`src/rtl/bch_pkg.sv`:
```
// Shared constants and types for the binary BCH codec over GF(2^13).
package bch_pkg;

    localparam int M     = 13;
    localparam int T_MAX = 8;

    // Low-order coefficients of g(x) for the t=8 code over GF(2^13); x^104 is implicit.
    localparam logic [103:0] G_P32_T8  = 104'hB2F1_3C5A_9E47_D086_1BA3_5C79;
    localparam logic [7:0]   G_BCH15_7 = 8'hD1;

    typedef enum logic [1:0] {
        IDLE = 2'd0,
        MSG  = 2'd1,
        PAR  = 2'd2
    } enc_state_e;

endpackage

```
`src/rtl/bch_lfsr_step.sv`:
```
// DW-bit-parallel LFSR next-state for division by g(x); purely combinational.
module bch_lfsr_step
    import bch_pkg::*;
#(
    parameter int                N_PAR    = 104,
    parameter int                DW       = 8,
    parameter logic [N_PAR-1:0]  GEN_POLY = G_P32_T8
) (
    input  logic [N_PAR-1:0] r,
    input  logic [DW-1:0]    din,
    output logic [N_PAR-1:0] r_next
);

    logic [N_PAR-1:0] acc_s;
    logic             fb_s;

    // Unrolled serial division: din[DW-1] is the highest-degree bit, so it goes first.
    always_comb begin
        acc_s = r;
        fb_s  = 1'b0;
        for (int i = DW - 1; i >= 0; i--) begin
            fb_s  = acc_s[N_PAR-1] ^ din[i];
            acc_s = (acc_s << 1) ^ (fb_s ? GEN_POLY : {N_PAR{1'b0}});
        end
        r_next = acc_s;
    end

endmodule

```
`src/rtl/bch_encoder_lfsr.sv`:
```
// Systematic BCH encoder: message pass-through, then N_PAR parity bits MSB first.
// Optional build macro BCH_ENC_PARITY_INV_EN inverts parity beats on output.
module bch_encoder_lfsr
    import bch_pkg::*;
#(
    parameter int                K        = 4096,
    parameter int                N_PAR    = 104,
    parameter int                DW       = 8,
    parameter logic [N_PAR-1:0]  GEN_POLY = G_P32_T8
) (
    input  logic          clk,
    input  logic          rst_n,
    input  logic          start,
    input  logic          stop,
    input  logic [DW-1:0] din,
    input  logic          din_valid,
    output logic          din_ready,
    output logic [DW-1:0] dout,
    output logic          dout_valid,
    output logic          dout_par,
    output logic          dout_last,
    output logic          busy
);

    localparam int MAX_LEN = (K > N_PAR) ? K : N_PAR;
    localparam int CNT_W   = $clog2(MAX_LEN / DW + 1);
    localparam logic [CNT_W-1:0] MSG_LAST = CNT_W'(K / DW - 1);
    localparam logic [CNT_W-1:0] PAR_LAST = CNT_W'(N_PAR / DW - 1);

    enc_state_e       state_r;
    logic [CNT_W-1:0] cnt_r;
    logic [N_PAR-1:0] lfsr_r;
    logic [N_PAR-1:0] lfsr_next_s;
    logic [DW-1:0]    par_beat_s;
    logic [DW-1:0]    dout_r;
    logic             dout_valid_r;
    logic             dout_par_r;
    logic             dout_last_r;
    logic             din_ready_r;
    logic             busy_r;

    bch_lfsr_step #(
        .N_PAR    (N_PAR),
        .DW       (DW),
        .GEN_POLY (GEN_POLY)
    ) u_step (
        .r      (lfsr_r),
        .din    (din),
        .r_next (lfsr_next_s)
    );

`ifdef BCH_ENC_PARITY_INV_EN
    assign par_beat_s = ~lfsr_r[N_PAR-1 -: DW];
`else
    assign par_beat_s = lfsr_r[N_PAR-1 -: DW];
`endif

    // Encoder FSM with all outputs registered; stop overrides everything but reset.
    always_ff @(posedge clk or negedge rst_n) begin
        if (!rst_n) begin
            state_r      <= IDLE;
            cnt_r        <= {CNT_W{1'b0}};
            lfsr_r       <= {N_PAR{1'b0}};
            dout_r       <= {DW{1'b0}};
            dout_valid_r <= 1'b0;
            dout_par_r   <= 1'b0;
            dout_last_r  <= 1'b0;
            din_ready_r  <= 1'b0;
            busy_r       <= 1'b0;
        end else if (stop) begin
            state_r      <= IDLE;
            cnt_r        <= {CNT_W{1'b0}};
            lfsr_r       <= {N_PAR{1'b0}};
            dout_r       <= {DW{1'b0}};
            dout_valid_r <= 1'b0;
            dout_par_r   <= 1'b0;
            dout_last_r  <= 1'b0;
            din_ready_r  <= 1'b0;
            busy_r       <= 1'b0;
        end else begin
            case (state_r)
                IDLE: begin
                    dout_valid_r <= 1'b0;
                    dout_par_r   <= 1'b0;
                    dout_last_r  <= 1'b0;
                    if (start) begin
                        state_r     <= MSG;
                        cnt_r       <= {CNT_W{1'b0}};
                        lfsr_r      <= {N_PAR{1'b0}};
                        din_ready_r <= 1'b1;
                        busy_r      <= 1'b1;
                    end else begin
                        din_ready_r <= 1'b0;
                        busy_r      <= 1'b0;
                    end
                end
                MSG: begin
                    dout_par_r  <= 1'b0;
                    dout_last_r <= 1'b0;
                    if (din_valid) begin
                        dout_r       <= din;
                        dout_valid_r <= 1'b1;
                        lfsr_r       <= lfsr_next_s;
                        if (cnt_r == MSG_LAST) begin
                            state_r     <= PAR;
                            cnt_r       <= {CNT_W{1'b0}};
                            din_ready_r <= 1'b0;
                        end else begin
                            cnt_r <= cnt_r + CNT_W'(1);
                        end
                    end else begin
                        dout_valid_r <= 1'b0;
                    end
                end
                PAR: begin
                    // Drain shifts the register; it is not cleared here.
                    dout_r       <= par_beat_s;
                    lfsr_r       <= lfsr_r << DW;
                    dout_valid_r <= 1'b1;
                    dout_par_r   <= 1'b1;
                    if (cnt_r == PAR_LAST) begin
                        state_r     <= IDLE;
                        cnt_r       <= {CNT_W{1'b0}};
                        dout_last_r <= 1'b1;
                        busy_r      <= 1'b0;
                    end else begin
                        cnt_r       <= cnt_r + CNT_W'(1);
                        dout_last_r <= 1'b0;
                    end
                end
                default: begin
                    state_r      <= IDLE;
                    cnt_r        <= {CNT_W{1'b0}};
                    lfsr_r       <= {N_PAR{1'b0}};
                    dout_valid_r <= 1'b0;
                    dout_par_r   <= 1'b0;
                    dout_last_r  <= 1'b0;
                    din_ready_r  <= 1'b0;
                    busy_r       <= 1'b0;
                end
            endcase
        end
    end

    assign din_ready  = din_ready_r;
    assign dout       = dout_r;
    assign dout_valid = dout_valid_r;
    assign dout_par   = dout_par_r;
    assign dout_last  = dout_last_r;
    assign busy       = busy_r;

endmodule

```
`config.mk`:
```
export PLATFORM = sky130hd
export DESIGN_NAME = bch_encoder_lfsr
export DESIGN_NICKNAME = d
export VERILOG_FILES = /design/src/rtl/bch_pkg.sv /design/src/rtl/bch_lfsr_step.sv /design/src/rtl/bch_encoder_lfsr.sv
export SDC_FILE = /design/constraint.sdc
export NUM_CORES = 1
export LEC_CHECK = 0
export ABC_AREA = 1
export CORE_AREA = 2 2 156 158
export CTS_CLUSTER_DIAMETER = 150
export CTS_CLUSTER_SIZE = 30
export DETAILED_ROUTE_END_ITERATION = 8
export DIE_AREA = 0 0 158 160
export GPL_TIMING_DRIVEN = 0
export PLACE_DENSITY = 0.62
export SLEW_MARGIN = 15
export SYNTH_ARGS = -nofsm -noshare
export SYNTH_HDL_FRONTEND = slang
export SYNTH_SLANG_ARGS = --single-unit
```
`constraint.sdc`:
```
create_clock -name clk -period 2 [get_ports clk]
set_clock_uncertainty 0.05 [all_clocks]
set_input_delay 0.4 -clock clk [delete_from_list [all_inputs] [get_ports clk]]
set_output_delay 0.4 -clock clk [all_outputs]
set_load 0.02 [all_outputs]
```
* After elaboration in Yosys (flattened, before gate mapping)
Index checks and enable logic that the tools add are counted.
Word-level totals: bits in registers 129, bits in latches 0, memory bits (writable) 0, bits in read-only memories 0, input bits 13, word-level logic and storage cells 86, memories kept 0
Operators by class: $add $sub $neg 1, multipliers 0, divide/modulo/power cells 0, $lt $le $gt $ge 0, equal/unequal tests 10, shift operators 0, mux-type cells 43, bitwise logic cells 16, reductions and logical operators 7
Operators with widths (count):
- 96-bit 2-to-1 mux | 8
- 104-bit XOR | 6
- 104-bit 2-to-1 mux | 3
- 104-bit one-hot mux with 3 select lines | 1
- 104-bit by 96-bit XOR with 104-bit output | 2
- 10-bit 2-to-1 mux | 5
- 10-bit one-hot mux with 3 select lines | 1
- 8-bit 2-to-1 mux | 2
- 8-bit one-hot mux with 2 select lines | 1
- 1-bit 2-to-1 mux | 13
- 3-bit inequality test, second input constant | 4
- 10-bit by 1-bit adder with 10-bit output, second input constant | 1
- 10-bit by 4-bit == test with 1-bit output, second input constant | 1
- 10-bit by 9-bit == test with 1-bit output, second input constant | 1
- 2-bit 2-to-1 mux | 5
- 1-bit XOR | 8
- 1-bit one-hot mux with 3 select lines | 2
- 2-bit one-hot mux with 3 select lines | 1
- 2-bit AND reduction | 3
- 2-bit inequality test, second input constant | 2
- 4-bit AND reduction | 1
- 3-bit AND reduction | 1
- 3-bit nonzero test | 1
- 2-bit by 1-bit == test with 1-bit output, second input constant | 1
- other kinds (3) | 3

* Logic depth before layout (Yosys ltp)
Gate-level depths: netlist of the first run.
word-level depth 27, mapped depth 12, depth with buffers taken out 11

* Modules after synthesis
A second synthesis of the first run with hierarchy kept.
Unflattened totals: cells, all modules 1539, area total of the unflattened synthesis 10242.3 sq um
By module, submodules not included:
- bch_encoder_lfsr | instances 1, cells each 828, area each 6382.4 sq um, seq. area each 3228.1 sq um
- bch_lfsr_step | instances 1, cells each 711, area each 3860.0 sq um, seq. area each 0.0 sq um

* Worst setup path after synthesis of the first run
OpenSTA, ideal clock, no wires.
path type register -> register, start point reg state_r[1], end point reg lfsr_r[13], arrival time 1.614 ns, path slack 0.206 ns, stages on the path, launching flop included 13, path buffers 3, period minus slack after synthesis 1.794 ns, cells stage by stage dfrtp_1 > inv_1 > ha_1 > buf_2 > nand2_2 > nand2_4 > nor2_8 > nand2_4 > inv_2 > buf_6 > buf_6 > a22oi_1 > nand3_1
On the way: longest elaborated chain between the ends 3
Ends and longest elaborated chain:
- from (decl) | RTL line bch_encoder_lfsr.sv:30 | enc_state_e state_r;
- from (signal assigned) | RTL line bch_encoder_lfsr.sv:61 | state_r <= IDLE;
- from (signal assigned) | RTL line bch_encoder_lfsr.sv:71 | state_r <= IDLE;
- from (signal assigned) | RTL line bch_encoder_lfsr.sv:87 | state_r <= MSG;
- 2-bit == test (tied with other cells) | RTL line bch_encoder_lfsr.sv:81 | case (state_r)
- 104-bit one-hot mux with 3 select lines or 3-bit inequality test (tied branches)
- 104-bit 2-to-1 mux or 2-bit AND reduction (tied branches)
- to (signal assigned) | RTL line bch_encoder_lfsr.sv:63 | lfsr_r <= {N_PAR{1'b0}};
- to (signal assigned) | RTL line bch_encoder_lfsr.sv:73 | lfsr_r <= {N_PAR{1'b0}};
- to (signal assigned) | RTL line bch_encoder_lfsr.sv:89 | lfsr_r <= {N_PAR{1'b0}};
- to (decl) | RTL line bch_encoder_lfsr.sv:32 | logic [N_PAR-1:0] lfsr_r;
Parallel ways exist; a longest one is shown, timed or not. A chain may end at the register's enable or synchronous reset.

* Worst setup path after layout of the first run
start point reg state_r[1], end point reg lfsr_r[2]
The elaborated chain is that of the path after synthesis.

==> impl_results.md, run 1 <==
- Ys async rst share: 100%
- Clock Sink Count: 129
- Top cell type's share of synthesized area: 34.7%
- Commonest cells in the synthesized netlist: nand2_1, nand3_1, dfrtp_1, inv_1, a22oi_1
- Post-synth EDFFs: 0
- Post-route insts no fill: 1,806
- Crit Path Class: reg -> reg
- Clk buf depth: 2
- Final worst slack: 39.2 ps
- Cells after synthesis: 1,410
- DR pass1 iterations: 5
- Synth area leader: dfrtp_1
- Clock root cell: clkbuf_16
- Final Hold Violating Endpoints: 0
- Share of layout cells above drive strength 1: 11.6%
- Max Clk Rate: 510 MHz
- Final WL: 38,000 um
- Core Box Area: 0.0238 sq mm
- RSZ-0062 raised after global routing: true
- Num CTS Buffers: 17
- Layout area overhead: 20.8%
- Total global-route track usage: 30.3%
- Total grt overflow: 0
- Fin crit share: 98.0%
- Crit. End Element: flop
- Cell area after synthesis: 0.00930 sq mm
- Status: finished, final reports clean
- Die ar.: 0.0253 sq mm
- Ys Warns: 0
- DRT iter0 DRCs: 1,264
- # IOs: 26
- Drt via density: 5.66
- Worst slew margin: 62.1%
- Mapped Nets: 1,429
- #FFs+latches synth: 129
- Top cells by area, synth: dfrtp_1, nand2_1, nand3_1
- Htree depth: 4
- Detail Route Antenna Nets: 0
- Post-synthesis sequential area ratio: 34.7%
- Post-Syn Area per Cell: 6.60 sq um
- Layout Nets: 1,488
- Row count: 57
- Final Wtd Congestion: 0.987
- Peak VDD IR: 0.555 mV
- Pleak: 0.00562 uW
- Post-DP HPWL: 25,700 um
- Hold Path Class: reg -> reg
- Pwr/cell area: 1070 mW/mm^2
- DR vias: 10,200
- Worst-path clk slew: 70 ps
- Slew @ Worst Pin: 568 ps
- Most common flop cell mapped by yosys: dfrtp_1
- Die Width: 158 um
- Max_cap viols: 0
- Synth unique cells: 38
- I/O Buffers: 25
- Vias in the first global route: 9,378
- Global-route wire length before repair: 56,600 um
- Initial antenna violation count: 0
- CP Launch Type: flop
- Final setup viols: 0
- Worst EP required: 2300 ps
- Most common cell in the netlist: nand2_1
- Crit path max fanout: 10
- Placed cells: 1,760
- Antenna fix cells: 0
- Crit path time final: 1960 ps
- Routed len/inst: 21.0 um
- Slew Limit Fails: 0
- Worst skew pair latency: 440 ps
- Largest net degree at the start of global routing: 68
- Setup TNS after final layout: 0 ps
- TritonCTS clock tree: built
- Effective utilization at floorplan: 39.0%
- Dpl ws: -881 ps
- Die height: 160 um
- DRC viols: 0
- CP arrival: 2260 ps
==> layer usage <==
layer	up-vias	share of wire, %	GRT usage, %
met5	-	0	0
met4	0	4.8	13.1
met3	131	10	6.00
met2	540	45	46.8
met1	4862	40	41.3
li1	4681	-	-
==> through the flow <==
step           hold slack, ps  utilization (%)  total power, uW  area, sq um
6_report                  447             47.2            12000        11200
3_3_place_gp              429             41.8             7850         9960
2_1_floorplan            54.4                -             6260         9300
5_1_grt                   488             47.2            12600        11200
4_1_cts                   452             45.5            11600        10800
3_5_place_dp              342             41.9             7930         9990
==> cell families after synthesis <==
family                   count (synthesis)  share of synthesized area [%]
AND/OR/NAND/NOR                        812                           35.8
AO/OA/AOI/OAI                          210                           14.2
buffers and inverters                  201                           9.60
flip-flops                             129                           34.7
XOR/XNOR                                52                           4.90
adder cells (fa/ha/maj)                  6                          0.807
==> cells in the final DEF, fill, tap and decap left out, types with 8 or more instances in the layout <==
| cell type | Yosys | routed |
|---|---|---|
| o21ai_0 | 35 | 34 |
| buf_4 | 5 | 22 |
| xor2_1 | 52 | 52 |
| o21ai_1 | 29 | 30 |
| a22oi_1 | 84 | 84 |
| nand2_2 | 4 | 21 |
| dfrtp_1 | 129 | 127 |
| nand3_1 | 145 | 145 |
| inv_1 | 129 | 124 |
| clkdlybuf4s50_1 | 0 | 24 |
| a21oi_1 | 40 | 40 |
| nor2_1 | 57 | 57 |
| nand2_1 | 587 | 558 |
| clkbuf_4 | 0 | 10 |
| clkbuf_16 | 0 | 20 |
| clkbuf_2 | 0 | 8 |
| nand2_4 | 3 | 12 |
| buf_2 | 37 | 10 |
| buf_6 | 8 | 13 |
==> final timing paths <==
kind                                   startpoint                     end  slack [ps]  depth (start not counted)
setup / recovery           state_r[1]$_DFFE_PN0P_   lfsr_r[2]$_DFFE_PN0P_          40                          8
hold / removal              din_ready$_DFFE_PN0P_   din_ready$_DFFE_PN0P_         450                          2
setup reg to reg           state_r[1]$_DFFE_PN0P_   lfsr_r[2]$_DFFE_PN0P_          40                          8
hold reg to reg             din_ready$_DFFE_PN0P_   din_ready$_DFFE_PN0P_         450                          2
max in group asynchronous                   rst_n  lfsr_r[59]$_DFFE_PN0P_         680                          3
min in group asynchronous                   rst_n    cnt_r[9]$_DFFE_PN0P_         460                          2
==> registers in the layout, summed over array words and instances (netlist names) <==
name        count
lfsr_r        104
cnt_r          10
dout            8
state_r         2
busy            1
din_ready       1
dout_last       1
dout_par        1
dout_valid      1
==> power by group <==
part | total, uW | switching, uW | internal, uW
Clock | 3480 | 1370 | 2110
Combinational | 5120 | 3480 | 1640
Sequential | 3420 | 424 | 3000
Total | 12000 | 5270 | 6750
==> final cells by class <==
type / count / area, sq um
clock buffers: 18 / 429
plain buffers: 64 / 591
repair buffers: 40 / 443
inverters: 137 / 551
clock inverters: 14 / 204
multi-input cells: 1080 / 5380
flip-flops and latches: 129 / 3230
fillers: 2388 / 12600
well taps: 324 / 405
==> worst max-delay path, cell delays in order, from the launching register on <==
cell	delay (ps)
dfrtp_1	410
inv_2	100
ha_2	180
buf_6	90
nand2_2	90
nand2_8	130
clkinv_2	250
clkbuf_4	350
o22ai_1	220
==> what timing repair did <==
| item | in CTS | in global routing |
|---|---|---|
| gates cloned | 0 | 3 |
| endpoints found under the hold margin | 66 | 0 |
| endpoints found under the setup margin | 120 | 99 |
| buffers inserted | 3 | 7 |
| pin swaps | 2 | 6 |
| resized for setup | 64 | 86 |
| hold buffers | 1 | 0 |
Power figures use the tool's default switching activity.
==> inputs of run 2 (changes only) <==
--- a/config.mk
+++ b/config.mk
@@ -6,13 +6,13 @@
 export NUM_CORES = 1
 export LEC_CHECK = 0
 export ABC_AREA = 1
-export CORE_AREA = 2 2 156 158
+export CORE_AREA = 2 2 180 138
 export CTS_CLUSTER_DIAMETER = 150
 export CTS_CLUSTER_SIZE = 30
 export DETAILED_ROUTE_END_ITERATION = 8
-export DIE_AREA = 0 0 158 160
+export DIE_AREA = 0 0 182 140
 export GPL_TIMING_DRIVEN = 0
-export PLACE_DENSITY = 0.62
+export PLACE_DENSITY = 0.67
 export SLEW_MARGIN = 15
 export SYNTH_ARGS = -nofsm -noshare
 export SYNTH_HDL_FRONTEND = slang
==> run 2 against run 1 <==
Flip-flop and latch count unchanged. Sequential share of layout area up 0.27 points. Final cell count shrank 1.1%. Setup slack got worse by 0.89 ps. Routed wire length down 1.9%. Register-to-register slack is essentially flat. Non-clock buffer count decreased by 1. Utilization is 0.17 points lower. Clock power is 5.7% lower. Critical endpoint is now lfsr_r[77]$_DFFE_PN0P_. Largest cell class unchanged. Maximum frequency about the same. Critical path depth is 4 higher. First-iteration DRC count grew 18%. Critical path type is now in -> reg.
==> impl_results.md, run 2 (synthesized netlist as in run 1, its figures left out) <==
- Detail Route Antenna Nets: 0 (unchanged)
- Slew Limit Fails: 0 (unchanged)
- Final Hold Violating Endpoints: 0 (unchanged)
- I/O Buffers: 25 (unchanged)
- Placed cells: 1,742 (-1.0%)
- Final WL: 37,300 um (-1.9%)
- Clock Sink Count: 129 (unchanged)
- RSZ-0062 raised after global routing: true
- DR vias: 10,300 (+0.58%)
- Commonest non-fill, non-tap cell in the layout: nand2_1
- Share of layout cells above drive strength 1: 11.1% (-0.52 points)
- Fin crit share: 98.1% (about the same)
- Critical R2R Capture: lfsr_r[77]$_DFFE_PN0P_
- Max_cap viols: 0 (unchanged)
- Most frequent cells in the layout: nand2_1, nand3_1, dfrtp_1, inv_1, a22oi_1
- # IOs: 26 (unchanged)
- Crit path time final: 1960 ps (+0.892 ps)
- Global-route wire length before repair: 55,500 um (-1.9%)
- Layout area overhead: 19.6%
- Clock root cell: clkbuf_16
- Hold Path Class: in -> async
- Reg2reg start: lfsr_r[96]$_DFFE_PN0P_
- Crit Path Class: in -> reg
- Clk buf depth: 2 (unchanged)
- Crit. End Element: flop
- Die ar.: 0.0255 sq mm (+0.79%)
- Vias in the first global route: 9,084 (-3.1%)
- Routed len/inst: 20.9 um (-0.78%)
- Reg-to-reg slack, setup: 40 ps (about the same)
- Number of flip-flops in the largest register: 104 (unchanged)
- Htree depth: 4 (unchanged)
- Initial antenna violation count: 0 (unchanged)
- Die height: 140 um (-13%)
- DRT iter0 DRCs: 1,487 (+18%)
- Drt via density: 5.75 (+1.7%)
- Worst-path clk slew: 60 ps (about the same)
- Worst slew margin: 59.9% (-2.2 points)
- Max Clk Rate: 510 MHz (about the same)
- Pwr/cell area: 1060 mW/mm^2 (-0.80%)
- Post-DP HPWL: 25,600 um (-0.55%)
- Largest Register: lfsr_r
- DR pass1 iterations: 6 (+1)
- Effective utilization at floorplan: 39.3% (+0.26 points)
- Layout Nets: 1,487 (-0.067%)
- Slew @ Worst Pin: 601 ps (+33.3 ps)
- Die Width: 182 um (+15%)
- Antenna fix cells: 0 (unchanged)
- Final setup viols: 0 (unchanged)
- Final Core Density: 47.0% (-0.17 points)
- R2R cell count: 11 (+3)
- Crit path max fanout: 10 (unchanged)
- Total grt overflow: 0 (unchanged)
- Final Wtd Congestion: 0.980 (-0.64%)
- Number of fill cells: 2,354 (-1.4%)
- Worst skew pair latency: 450 ps (about the same)
- DRC viols: 0 (unchanged)
- Status: finished, final reports clean
- Post-route insts no fill: 1,786 (-1.1%)
- Row count: 49 (-14%)
- Total global-route track usage: 29.5% (-0.84 points)
- Largest net degree at the start of global routing: 95 (+40%)
- CP arrival: 2240 ps (-20 ps)
- Num CTS Buffers: 17 (unchanged)
- CP Launch Type: input pin
- Worst EP required: 2280 ps (-20 ps)
- TritonCTS clock tree: built
- Pleak: 0.00560 uW (-0.33%)
- Peak VDD IR: 0.580 mV (+4.6%)
- Core Box Area: 0.0237 sq mm (-0.65%)
[run 2: cell count changes in the layout (fill, tap and decap cells not counted), moves of 3 or more]
cell	previous run	this run
clkinv_2	1	4
buf_2	10	14
clkbuf_4	10	6
buf_4	22	25
nand2_2	21	17
nand2_1	558	564
inv_6	5	2
[run 2: metrics by stage]
| stage | cell area, sq um | setup slack [ps] | setup TNS, ps | hold WS, ps | total power, uW |
|---|---|---|---|---|---|
| after floorplan | 9300 | 206 | 0 | 54.4 | 6260 |
| after global placement | 9930 | -5110 | -716120 | 419 | 7790 |
| after detailed placement | 9970 | -825 | -60640 | 243 | 7890 |
| after CTS | 10800 | -39.1 | -68.1 | 372 | 11300 |
| after global routing | 11100 | -42.1 | -159 | 386 | 12300 |
| final | 11100 | 38.3 | 0 | 370 | 11800 |
[run 2: worst max path at each step]
stage | start | to | slack [ps] | depth (start not counted)
final | din[0] | lfsr_r[77]$_DFFE_PN0P_ | 40 | 12
after global routing | lfsr_r[100]$_DFFE_PN0P_ | lfsr_r[15]$_DFFE_PN0P_ | -40 | 10
after CTS | lfsr_r[98]$_DFFE_PN0P_ | lfsr_r[78]$_DFFE_PN0P_ | -40 | 11
after detailed placement | din[6] | lfsr_r[9]$_DFFE_PN0P_ | -830 | 12
after global placement | rst_n | lfsr_r[33]$_DFFE_PN0P_ | -5110 | 1
after floorplan | state_r[1]$_DFFE_PN0P_ | lfsr_r[13]$_DFFE_PN0P_ | 210 | 12
[run 2: layout make-up]
| type | instances | area, sq um | share of cell area [%] |
|---|---|---|---|
| multi-input cells | 1080 | 5370 | 48.2 |
| flip-flops and latches | 129 | 3230 | 29.0 |
| plain buffers | 64 | 586 | 5.27 |
| inverters | 137 | 549 | 4.94 |
| clock buffers | 17 | 425 | 3.83 |
| repair buffers | 39 | 418 | 3.76 |
| well taps | 306 | 383 | 3.44 |
| clock inverters | 14 | 166 | 1.50 |
[run 2: report_power, final]
part	switching, uW	total, uW	leakage (uW)	internal, uW
sequential	426	3420	0.00178	3000
clock	1330	3280	0.000281	1950
combinational	3480	5110	0.00354	1630
total	5230	11800	0.00560	6570
[run 2: per-layer routing]
metal  track usage [%]  share of wire, %
met1              40.1                41
met2              40.9                40
met3              12.5                15
met4              12.1               3.4
met5                 0             0.032
[run 2: critical path, cell delays in order]
cell             delay [ps]
clkdlybuf4s50_1         450
inv_1                   110
nand2_1                  70
nand2_2                 180
nand2_1                 110
nand2_2                 250
nand2_1                 120
nand2_2                 170
buf_6                   180
nand2_1                  60
nand3_1                  90
nand2_1                  50
[run 2: repair_timing]
item	4_1_cts	5_1_grt
endpoints found under the setup margin	117	95
hold buffers	1	0
cloned	0	2
pin swaps	2	3
buffers inserted	2	8
endpoints found under the hold margin	35	0
resized for setup	70	72
